[src/rtl/temp_avg_accum.sv]
// Window averager for temperature samples: accumulates NUM_SAMPLES en_sum strobes, then divides by NUM_SAMPLES
// with a restoring shift/subtract divider. Define TEMP_AVG_ROUND_EN for round-half-up instead of truncation.
//
//   state  | meaning
//   ACCUM  | collecting samples into acc
//   DIVIDE | one quotient bit per cycle, MSB first, ACC_W cycles
//   DONE   | publish quotient on avg, pulse avg_valid
module temp_avg_accum #(
   parameter int DATA_W      = 8,
   parameter int NUM_SAMPLES = 8
) (
   input  logic              clk,
   input  logic              rst,
   input  logic              en_sum,
   input  logic              rst_sum,
   input  logic [DATA_W-1:0] temp_in,
   output logic [DATA_W-1:0] avg,
   output logic              avg_valid,
   output logic              busy,
   output logic              overrun
);

   localparam int ACC_W = DATA_W + $clog2(NUM_SAMPLES);
   localparam int CNT_W = $clog2(NUM_SAMPLES);
   localparam int REM_W = $clog2(NUM_SAMPLES);
   localparam int IDX_W = $clog2(ACC_W);

   localparam logic [CNT_W-1:0] CNT_LAST = CNT_W'(NUM_SAMPLES - 1);
   localparam logic [CNT_W-1:0] CNT_ONE  = CNT_W'(1);
   localparam logic [IDX_W-1:0] IDX_TOP  = IDX_W'(ACC_W - 1);
   localparam logic [IDX_W-1:0] IDX_ONE  = IDX_W'(1);
   localparam logic [REM_W:0]   DIVISOR  = (REM_W + 1)'(NUM_SAMPLES);
`ifdef TEMP_AVG_ROUND_EN
   localparam logic [ACC_W-1:0] ROUND_ADD = ACC_W'(NUM_SAMPLES >> 1);
`else
   localparam logic [ACC_W-1:0] ROUND_ADD = '0;
`endif

   typedef enum logic [1:0] {
      ST_ACCUM  = 2'd0,
      ST_DIVIDE = 2'd1,
      ST_DONE   = 2'd2
   } state_t;

   state_t            state;
   state_t            state_nxt;

   logic [ACC_W-1:0]  acc;
   logic [CNT_W-1:0]  count;
   logic [ACC_W-1:0]  dividend;
   logic [REM_W-1:0]  rem;
   logic [DATA_W-1:0] quot;
   logic [IDX_W-1:0]  bit_idx;

   logic [ACC_W-1:0]  temp_ext;
   logic              last_sample;
   logic [REM_W:0]    rem_shift;
   logic              q_bit;
   logic [REM_W-1:0]  rem_nxt;

   assign temp_ext    = {{(ACC_W - DATA_W){1'b0}}, temp_in};
   assign last_sample = en_sum && (count == CNT_LAST);

   // Remainder stays below NUM_SAMPLES, so REM_W bits hold it and one extra bit covers the shift.
   always_comb begin
      rem_shift = {rem, dividend[bit_idx]};
      q_bit     = (rem_shift >= DIVISOR);
      rem_nxt   = rem_shift[REM_W-1:0];
      if (q_bit) begin
         rem_nxt = REM_W'(rem_shift - DIVISOR);
      end
   end

   always_ff @(posedge clk) begin
      if (rst) begin
         state <= ST_ACCUM;
      end else begin
         state <= state_nxt;
      end
   end

   always_comb begin
      state_nxt = state;
      if (rst_sum) begin
         state_nxt = ST_ACCUM;
      end else begin
         case (state)
            ST_ACCUM:  if (last_sample) state_nxt = ST_DIVIDE;
            ST_DIVIDE: if (bit_idx == '0) state_nxt = ST_DONE;
            ST_DONE:   state_nxt = ST_ACCUM;
            default:   state_nxt = ST_ACCUM;
         endcase
      end
   end

   always_comb begin
      busy = (state == ST_DIVIDE) || (state == ST_DONE);
   end

   always_ff @(posedge clk) begin
      if (rst) begin
         acc       <= '0;
         count     <= '0;
         dividend  <= '0;
         rem       <= '0;
         quot      <= '0;
         bit_idx   <= '0;
         avg       <= '0;
         avg_valid <= 1'b0;
         overrun   <= 1'b0;
      end else if (rst_sum) begin
         acc       <= '0;
         count     <= '0;
         overrun   <= 1'b0;
         avg_valid <= 1'b0;
      end else begin
         avg_valid <= 1'b0;
         case (state)
            ST_ACCUM: begin
               if (last_sample) begin
                  dividend <= acc + temp_ext + ROUND_ADD;
                  rem      <= '0;
                  quot     <= '0;
                  bit_idx  <= IDX_TOP;
                  count    <= '0;
                  acc      <= acc + temp_ext;
               end else if (en_sum) begin
                  acc   <= acc + temp_ext;
                  count <= count + CNT_ONE;
               end
            end
            ST_DIVIDE: begin
               // Upper quotient bits are zero by construction, so they shift out harmlessly.
               rem     <= rem_nxt;
               quot    <= {quot[DATA_W-2:0], q_bit};
               bit_idx <= bit_idx - IDX_ONE;
               if (en_sum) overrun <= 1'b1;
            end
            ST_DONE: begin
               avg       <= quot;
               avg_valid <= 1'b1;
               acc       <= '0;
               if (en_sum) overrun <= 1'b1;
            end
            default: begin
               acc <= '0;
            end
         endcase
      end
   end

endmodule

[config.mk]
export PLATFORM = sky130hd
export DESIGN_NAME = temp_avg_accum
export DESIGN_NICKNAME = d
export VERILOG_FILES = /design/src/rtl/temp_avg_accum.sv
export SDC_FILE = /design/constraint.sdc
export NUM_CORES = 1
export LEC_CHECK = 0
export ABC_AREA = 0
export ABC_CLOCK_PERIOD_IN_PS = 2550
export CORE_MARGIN = 2
export CORE_UTILIZATION = 59
export CTS_CLUSTER_SIZE = 12
export DETAILED_ROUTE_END_ITERATION = 7
export DONT_BUFFER_PORTS = 1
export GPL_TIMING_DRIVEN = 0
export PLACE_DENSITY = 0.75
export SYNTH_ARGS = -nofsm -noshare
export SYNTH_HDL_FRONTEND = slang
export SYNTH_SLANG_ARGS = --single-unit
[constraint.sdc]
create_clock -name clk -period 2.55 [get_ports clk]
set_clock_uncertainty 0.2 [all_clocks]
set_input_delay 0.3825 -clock clk [delete_from_list [all_inputs] [get_ports clk]]
set_output_delay 0.3825 -clock clk [all_outputs]
set_load 0.1 [all_outputs]
* Word-level counts from Yosys, hierarchy flattened
Cells that the tools add are included.
Cells by class: add/subtract/negate cells 4, equal/unequal tests 6, bitwise gates (word level) 2, mux-type cells 18, shift-type cells 0, $mul 0, $lt $le $gt $ge 2, div/mod/pow operators 0, reduce and logical (&&, ||, !) cells 15
Operators by type and width (number):
- $mux 11 | 2
- $pmux 11 s2 | 1
- $pmux 8 s2 | 1
- $mux 3 | 4
- $add 11x8->11 | 1
- $reduce_and 2->1 | 5
- $mux 8 | 1
- $pmux 4 s2 | 1
- $pmux 3 s2 | 1
- $reduce_and 3->1 | 2
- $lt 4x5->1 const B | 1
- $bmux 1 s4 | 1
- $ge 4x4->1 const B | 1
- $logic_not 4->1 | 1
- $mux 2 | 2
- $mux 4 | 1
- $ne 2x2->1 const B | 2
- $pmux 2 s2 | 1
- $reduce_bool 2->1 | 2
- $reduce_or 2->1 | 2
- $sub 4x1->4 const B | 1
- $add 3x1->3 const B | 1
- $eq 3x3->1 const B | 1
- $ne 3x3->1 const B | 1
- other kinds (8) | 10
Storage, ports and cells: memories kept 0, word-level logic and storage cells 57, bits in writable memories 0, output and inout port bits 11, latch bits 0, input port bits 12, register bits after elaboration 52, ROM bits 0

* Depth between registers and ports, before layout
depth in word-level cells 5, mapped depth 9, depth with buffers taken out 7

* Worst setup path after synthesis
No wires, ideal clock.
kind in2reg, start point input port temp_in[0], end point register dividend[10], stages on the path 7, path buffers 0, setup time 0.086 ns, data arrival time 1.936 ns, data required time 2.264 ns, path slack 0.329 ns, cell sequence ha_1 fa_1 a211oi_1 o21ai_1 o2111ai_1 xor2_1 a211oi_1
On the way: word-level cells in the longest chain between the ends 1
RTL lines:
- from (decl) | RTL line 16 | input logic [DATA_W-1:0] temp_in,
- $add 11x8->11 | RTL line 121 | dividend <= acc + temp_ext + ROUND_ADD;
- to (signal assigned) | RTL line 121
- to (decl) | RTL line 50 | logic [ACC_W-1:0] dividend;
No other way between the ends. A chain may end at the register's enable or synchronous reset.

* Worst setup path in the final report
start point register acc[0], end point register acc[8]
On the way: word-level cells in the longest chain between the ends 4
RTL lines:
- from (decl) | RTL line 48 | logic [ACC_W-1:0] acc;
- from (signal assigned) | RTL line 126 | acc <= acc + temp_ext;
- from (signal assigned) | RTL line 128 | acc <= acc + temp_ext;
- $add 11x8->11 * | RTL line 126, 128
- $mux 11 | RTL line 127 | end else if (en_sum) begin
- $mux 11 * | RTL line 120 | if (last_sample) begin
- $pmux 11 s2 * | RTL line 118 | case (state)
Every way passes the cells marked *; elsewhere a longest branch is shown, timed or not. The select of a mux whose other input is x is not followed.

==> flow_metrics.py <==
metrics = {
    "status": {
        "status": "completed",
    },
    "global_route": {
        "grt_pass1_vias": 2090,
        "track_usage_pct": 23.3,
        "grt_antenna_before_repair": 0,
        "grt_max_degree": 19,
        "overflow": 0,
        "grt_first_pass_wirelength_microns": 9320,
    },
    "yosys": {
        "synth-seq-cells": 52,
        "syn_area_sq_um": 2590,
        "synth_area_per_cell_sq_um": 8.32,
        "synthCells": 311,
        "synth_top_area_share_pct": 40.3,
        "synth_top_area_cell": "dfxtp_1",
        "synth_nets": 338,
        "ys.flop_type": "dfxtp_1",
        "synthDistinctLibCells": 49,
        "ys_warn_count": 0,
        "yosysSeqAreaShare_pct": 40.3,
        "synth_edf_count": 0,
        "async_flop_share_pct": 0,
        "synthTopCellsByArea": "dfxtp_1, a21oi_1, ha_1",
    },
    "die": {
        "dieArea_sq_um": 4930,
        "core_region_area_sq_um": 4290,
        "die_w_microns": 70.2,
        "ios": 23,
        "fp.dieH_microns": 70.2,
        "floorplan.initialDensity_pct": 60.2,
        "row_count": 24,
    },
    "cells_and_area": {
        "final_cell_mix": "dfxtp_1, nand2_1, a21oi_1, nand3_1, nor2_1",
        "syn_to_final_growth_pct": 6.68,
        "drive_gt1_share_pct": 6.58,
        "antennaDiodeCount": 0,
        "post-route-util_pct": 64.2,
        "fin_cells": 371,
        "nFillCells": 394,
        "multi_input_area_sq_um": 1440,
        "seqCellArea_sq_um": 1040,
        "final_common_cell": "dfxtp_1",
        "nNetsFinal": 345,
    },
    "clock_network": {
        "hold_buffers": 0,
        "clk_latency_ps": 310,
        "cts_max_level": 2,
        "tritoncts": "built",
        "clock_sinks": 52,
        "clk_pin_slew_worst_paths_ps": 110,
        "post_cts_buffers": 0,
        "numCtsBuffers": 5,
        "cts_root_buf": "clkbuf_8",
        "ctsResizeCount": 0,
        "max-clock-path-buffers": 2,
    },
    "critical_path": {
        "crit_fanout": 4,
        "slowest_stage": "fa_1",
        "r2r_cells": 7,
        "r2r_slack_ps": 200,
        "cp_top_family": "compound AO/OA/AOI/OAI gates",
        "end_kind": "flop",
        "cp.depth": 7,
        "cp-start-kind": "flop",
        "required_ps": 2590,
        "path_class": "flop to flop",
        "slowest_delay_ps": 430,
        "arrival_ps": 2390,
        "crit_buf_inv": 0,
        "path_cells": "ha_1 -> fa_1 -> a211oi_1 -> o21ai_1 -> a31oi_1 -> nand3_1 -> a31oi_1",
        "crit_top_cell": "a31oi_1",
    },
    "hold_path": {
        "hp-class": "input port to flop",
        "hold_path_depth": 2,
    },
    "placed_design": {
        "hpwlAfterDp_microns": 3870,
        "placedCellCount": 363,
        "gp_congestion": 0.953,
        "dp_slack_ps": 121,
        "io_buffer_count": 0,
    },
    "power_and_ir_drop": {
        "total_power_w": 0.00144,
        "total_leakage_power_nw": 0.984,
        "power_density_nw_per_um2": 521,
        "ir_drop_uv": 332,
    },
    "sta": {
        "clock.fmax_mhz": 426,
        "setup_viol": 0,
        "period_needed_ps": 2350,
        "period_share_pct": 92.0,
        "fin_ws_ps": 203,
        "tns_ps": 0,
        "final_max_slew_viol_count": 0,
        "final_hold_viol_count": 0,
        "worstMarginPinSlew_ps": 967,
        "relSlewSlack_pct": 35.5,
    },
    "routing": {
        "routedWlPerCell_microns": 14.3,
        "routed_via_density": 5.87,
        "ant_nets": 0,
        "dr.first_iter.drc_count": 95,
        "drc": 0,
        "routed_wl_microns": 5300,
        "num_vias": 2176,
        "dr.pass1.iters": 4,
    },
    "run": {
        "drv_cap": 0,
    },
}
[state kept, by name, indices dropped and copies added, names as in the netlist, 2 cells and up]
name and count:
dividend 11, count 3, quot 8, acc 11, avg 8, rem 3
bit_idx 4, state 2
[cell type report]
| class | count | area share, % |
|---|---|---|
| plain buffers | 23 | 3.40 |
| clock buffers | 5 | 2.49 |
| clock inverters | 3 | 0.998 |
| inverters | 7 | 0.952 |
| multi-input cells | 229 | 52.1 |
| flip-flops and latches | 52 | 37.7 |
| well taps | 52 | 2.36 |
[synth_stat cells (all sizes together), types with 7 or more instances]
cell type / n
ha: 14
nand2: 46
inv: 7
nor2: 21
clkbuf: 17
dfxtp: 52
a21oi: 41
nor3: 7
nand3: 23
[cells by family after synthesis]
group	synth area share [%]
flip-flops	40.3
buffers and inverters	4.64
AND/OR/NAND/NOR	21.7
AO/OA/AOI/OAI	21.3
adder cells (fa/ha/maj)	7.55
XOR/XNOR	2.37
multiplexers	2.13
[layer usage]
metal  track usage (%)  routed length, microns  vias to the layer above
met5                 0                       0                        -
met4              6.41                      68                        0
met3              3.03                     145                        9
met2              41.6                    2560                       36
met1              29.5                    2530                     1002
li1                  -                       -                     1129
[through the flow]
stage | hold WS, ps | cell area (sq um)
6_report | 23.8 | 2760
5_1_grt | 51.7 | 2760
4_1_cts | 21.2 | 2750
3_5_place_dp | 247 | 2650
3_3_place_gp | 240 | 2650
2_1_floorplan | 232 | 2590
[worst paths after layout]
path	startpoint	to
setup / recovery	acc[0]	acc[8]
hold / removal	en_sum	overrun
setup reg to reg	acc[0]	acc[8]
hold reg to reg	dividend[0]	dividend[0]
[power by group]
group          internal, W  total [W]  switching [W]  leakage [nW]
combinational    0.0000393   0.000113      0.0000740         0.518
clock             0.000202   0.000501       0.000299        0.0463
sequential        0.000818   0.000822     0.00000415         0.420
total              0.00106    0.00144       0.000377         0.984
Note: power is estimated with default switching activity, not from simulation.
==> variant, RTL diff (config.mk and constraints unchanged) <==
Register the output `avg_valid` once more; this adds one clock of latency there. The other outputs are not delayed to match.
--- a/src/rtl/temp_avg_accum.sv
+++ b/src/rtl/temp_avg_accum.sv
@@ -41,6 +41,8 @@
       ST_DIVIDE = 2'd1,
       ST_DONE   = 2'd2
    } state_t;
+
+   logic avg_valid_s0;
 
    state_t            state;
    state_t            state_nxt;
@@ -106,15 +108,15 @@
          quot      <= '0;
          bit_idx   <= '0;
          avg       <= '0;
-         avg_valid <= 1'b0;
+         avg_valid_s0 <= 1'b0;
          overrun   <= 1'b0;
       end else if (rst_sum) begin
          acc       <= '0;
          count     <= '0;
          overrun   <= 1'b0;
-         avg_valid <= 1'b0;
+         avg_valid_s0 <= 1'b0;
       end else begin
-         avg_valid <= 1'b0;
+         avg_valid_s0 <= 1'b0;
          case (state)
             ST_ACCUM: begin
                if (last_sample) begin
@@ -138,7 +140,7 @@
             end
             ST_DONE: begin
                avg       <= quot;
-               avg_valid <= 1'b1;
+               avg_valid_s0 <= 1'b1;
                acc       <= '0;
                if (en_sum) overrun <= 1'b1;
             end
@@ -149,5 +151,9 @@
       end
    end
 
+   always_ff @(posedge clk) begin
+      avg_valid <= avg_valid_s0;
+   end
+
 endmodule
 
Function: same outputs for any inputs over 10 cycles, from zero or initial values and one cycle with rst high; that may be too few to reach the edited logic, so the function may still have changed.
==> variant against the unedited design <==
Worst setup slack worse by 49 ps; highest routed layer unchanged; area after synthesis grew 0.77%; final area is 0.54% higher; routed wire length grew 1.7%; total power about the same; sequential cell count is 1 higher; largest cell class unchanged; count of clock-buffer cells in the layout stayed put; sequential power rose by 2%; critical endpoint unchanged; clock power shrank 3%.
==> variant: results (changes against the unedited design) <==
[run_status]
status = completed

[logic_synthesis]
synth_fp_nets = 339  ; +0.30%
synthAdderAreaFrac = 0.0749  ; -0.000580
synthXorXnorAreaFrac = 0.0235  ; -0.000182
synth_common_cells = 53 x dfxtp_1, 45 x nand2_1, 41 x a21oi_1
synth_seq_area_share = 0.407  ; +0.00459
yosys-top-cells-area = dfxtp_1 41%, a21oi_1 7.9%, ha_1 6.7%
synth_compound_area_frac = 0.212  ; -0.00164
synth_mux_area_frac = 0.0211  ; -0.000164
synthArstFlopShare = 0  ; unchanged
netlist_instances = 312  ; +0.32%

[layout]
diodes = 0  ; unchanged
nets = 346  ; +0.29%
fillCellCount = 381  ; -3.3%
drive_gt1_frac = 0.0656  ; -0.000206
fin_cells = 372  ; +0.27%

[placement]
placed_cell_area_sq_um = 2670  ; +0.76%
pre_cts_ws_ps = 99.3  ; -22.0 ps
place.gp.congestion = 0.914  ; -4.2%
dp.cells = 364  ; +0.28%
dpl.hpwl_microns = 4000  ; +3.6%

[timing]
final.setup.worst_slack_ps = 154  ; -48.8 ps
fin_hold_ws_ps = 23.8  ; +0.0182 ps
maxSlewHeadroom = 0.362  ; +0.00727

[setup_path]
worst_path_max_delay_cell = fa_1
crit_family = compound AO/OA/AOI/OAI gates
arrival_ps = 2440  ; +50 ps

[route]
wl_met2_microns = 2620  ; +2.4%
routed.top_layer = met4
routed_wirelength_microns = 5390  ; +1.7%
wl_met3_microns = 214  ; +48%
viasPerCell = 6.02  ; +2.6%
drt_pass1_iterations = 4  ; unchanged
met1Wirelength_microns = 2500  ; -1.1%
drt_iter0_drc = 113  ; +19%

[global_routing]
grt_max_degree = 18  ; -1
grt_pass1_vias = 2068  ; -1.1%
groute.usage.overall = 0.232  ; -0.000502
antenna_found_initial = 0  ; unchanged

[worst_hold_path]
hold_path.class = primary input to flip-flop

[pwr]
p_leak_nw = 0.994  ; +1.0%
irDropWorstVdd_v = 0.000225  ; -32%
power_density_nw_per_um2 = 518  ; -0.55%

[variant: cell types whose count changed in the layout (fill, tap and decap cells not counted), sizes merged]
cell | unedited run | this run
dfxtp | 52 | 53
clkinvlp | 1 | 0
clkinv | 1 | 3
inv | 8 | 7
[variant: cell families (layout without fill, tap and decap cells)]
group,after synthesis,count (layout)
adder cells (fa/ha/maj),15,15
multiplexers,3,3
AND/OR/NAND/NOR,120,120
flip-flops,53,53
buffers and inverters,30,38
AO/OA/AOI/OAI,84,84
XOR/XNOR,7,7
[variant: per-layer routing]
| layer | vias up | global-route usage |
|---|---|---|
| li1 | 1133 | - |
| met1 | 1047 | 0.315 |
| met2 | 54 | 0.377 |
| met3 | 5 | 0.0462 |
| met4 | 0 | 0.0641 |
| met5 | - | 0 |
[variant: worst paths after layout]
check,from,end,cells after the start
worst max register to register,acc[0]$_SDFFE_PP0P_,acc[8]$_SDFFE_PP0P_,7
worst min register to register,avg_valid_s0$_SDFF_PP0_,avg_valid$_DFF_P_,0
worst min-delay path,en_sum,overrun$_SDFFE_PP0P_,2
worst max-delay path,acc[0]$_SDFFE_PP0P_,acc[8]$_SDFFE_PP0P_,7
[variant: cell type report]
cell class	instances	area share
Tap cell	52	0.0235
Buffer	23	0.0338
Sequential cell	53	0.382
Clock inverter	3	0.00812
Clock buffer	5	0.0248
Multi-Input combinational cell	229	0.518
Inverter	7	0.00947
[variant: power by group]
part,total [mW],switching (mW),internal [mW]
clock,0.485,0.290,0.195
combinational,0.113,0.0741,0.0392
sequential,0.838,0.00400,0.834
total,1.44,0.368,1.07
[variant: worst reg2reg max path: stages, from the launching register on]
cell and delay [ps]:
dfxtp_1 330, ha_1 210, fa_1 420, a211oi_1 300, o21ai_1 190, a31oi_1 350
nand3_1 130, a31oi_1 200
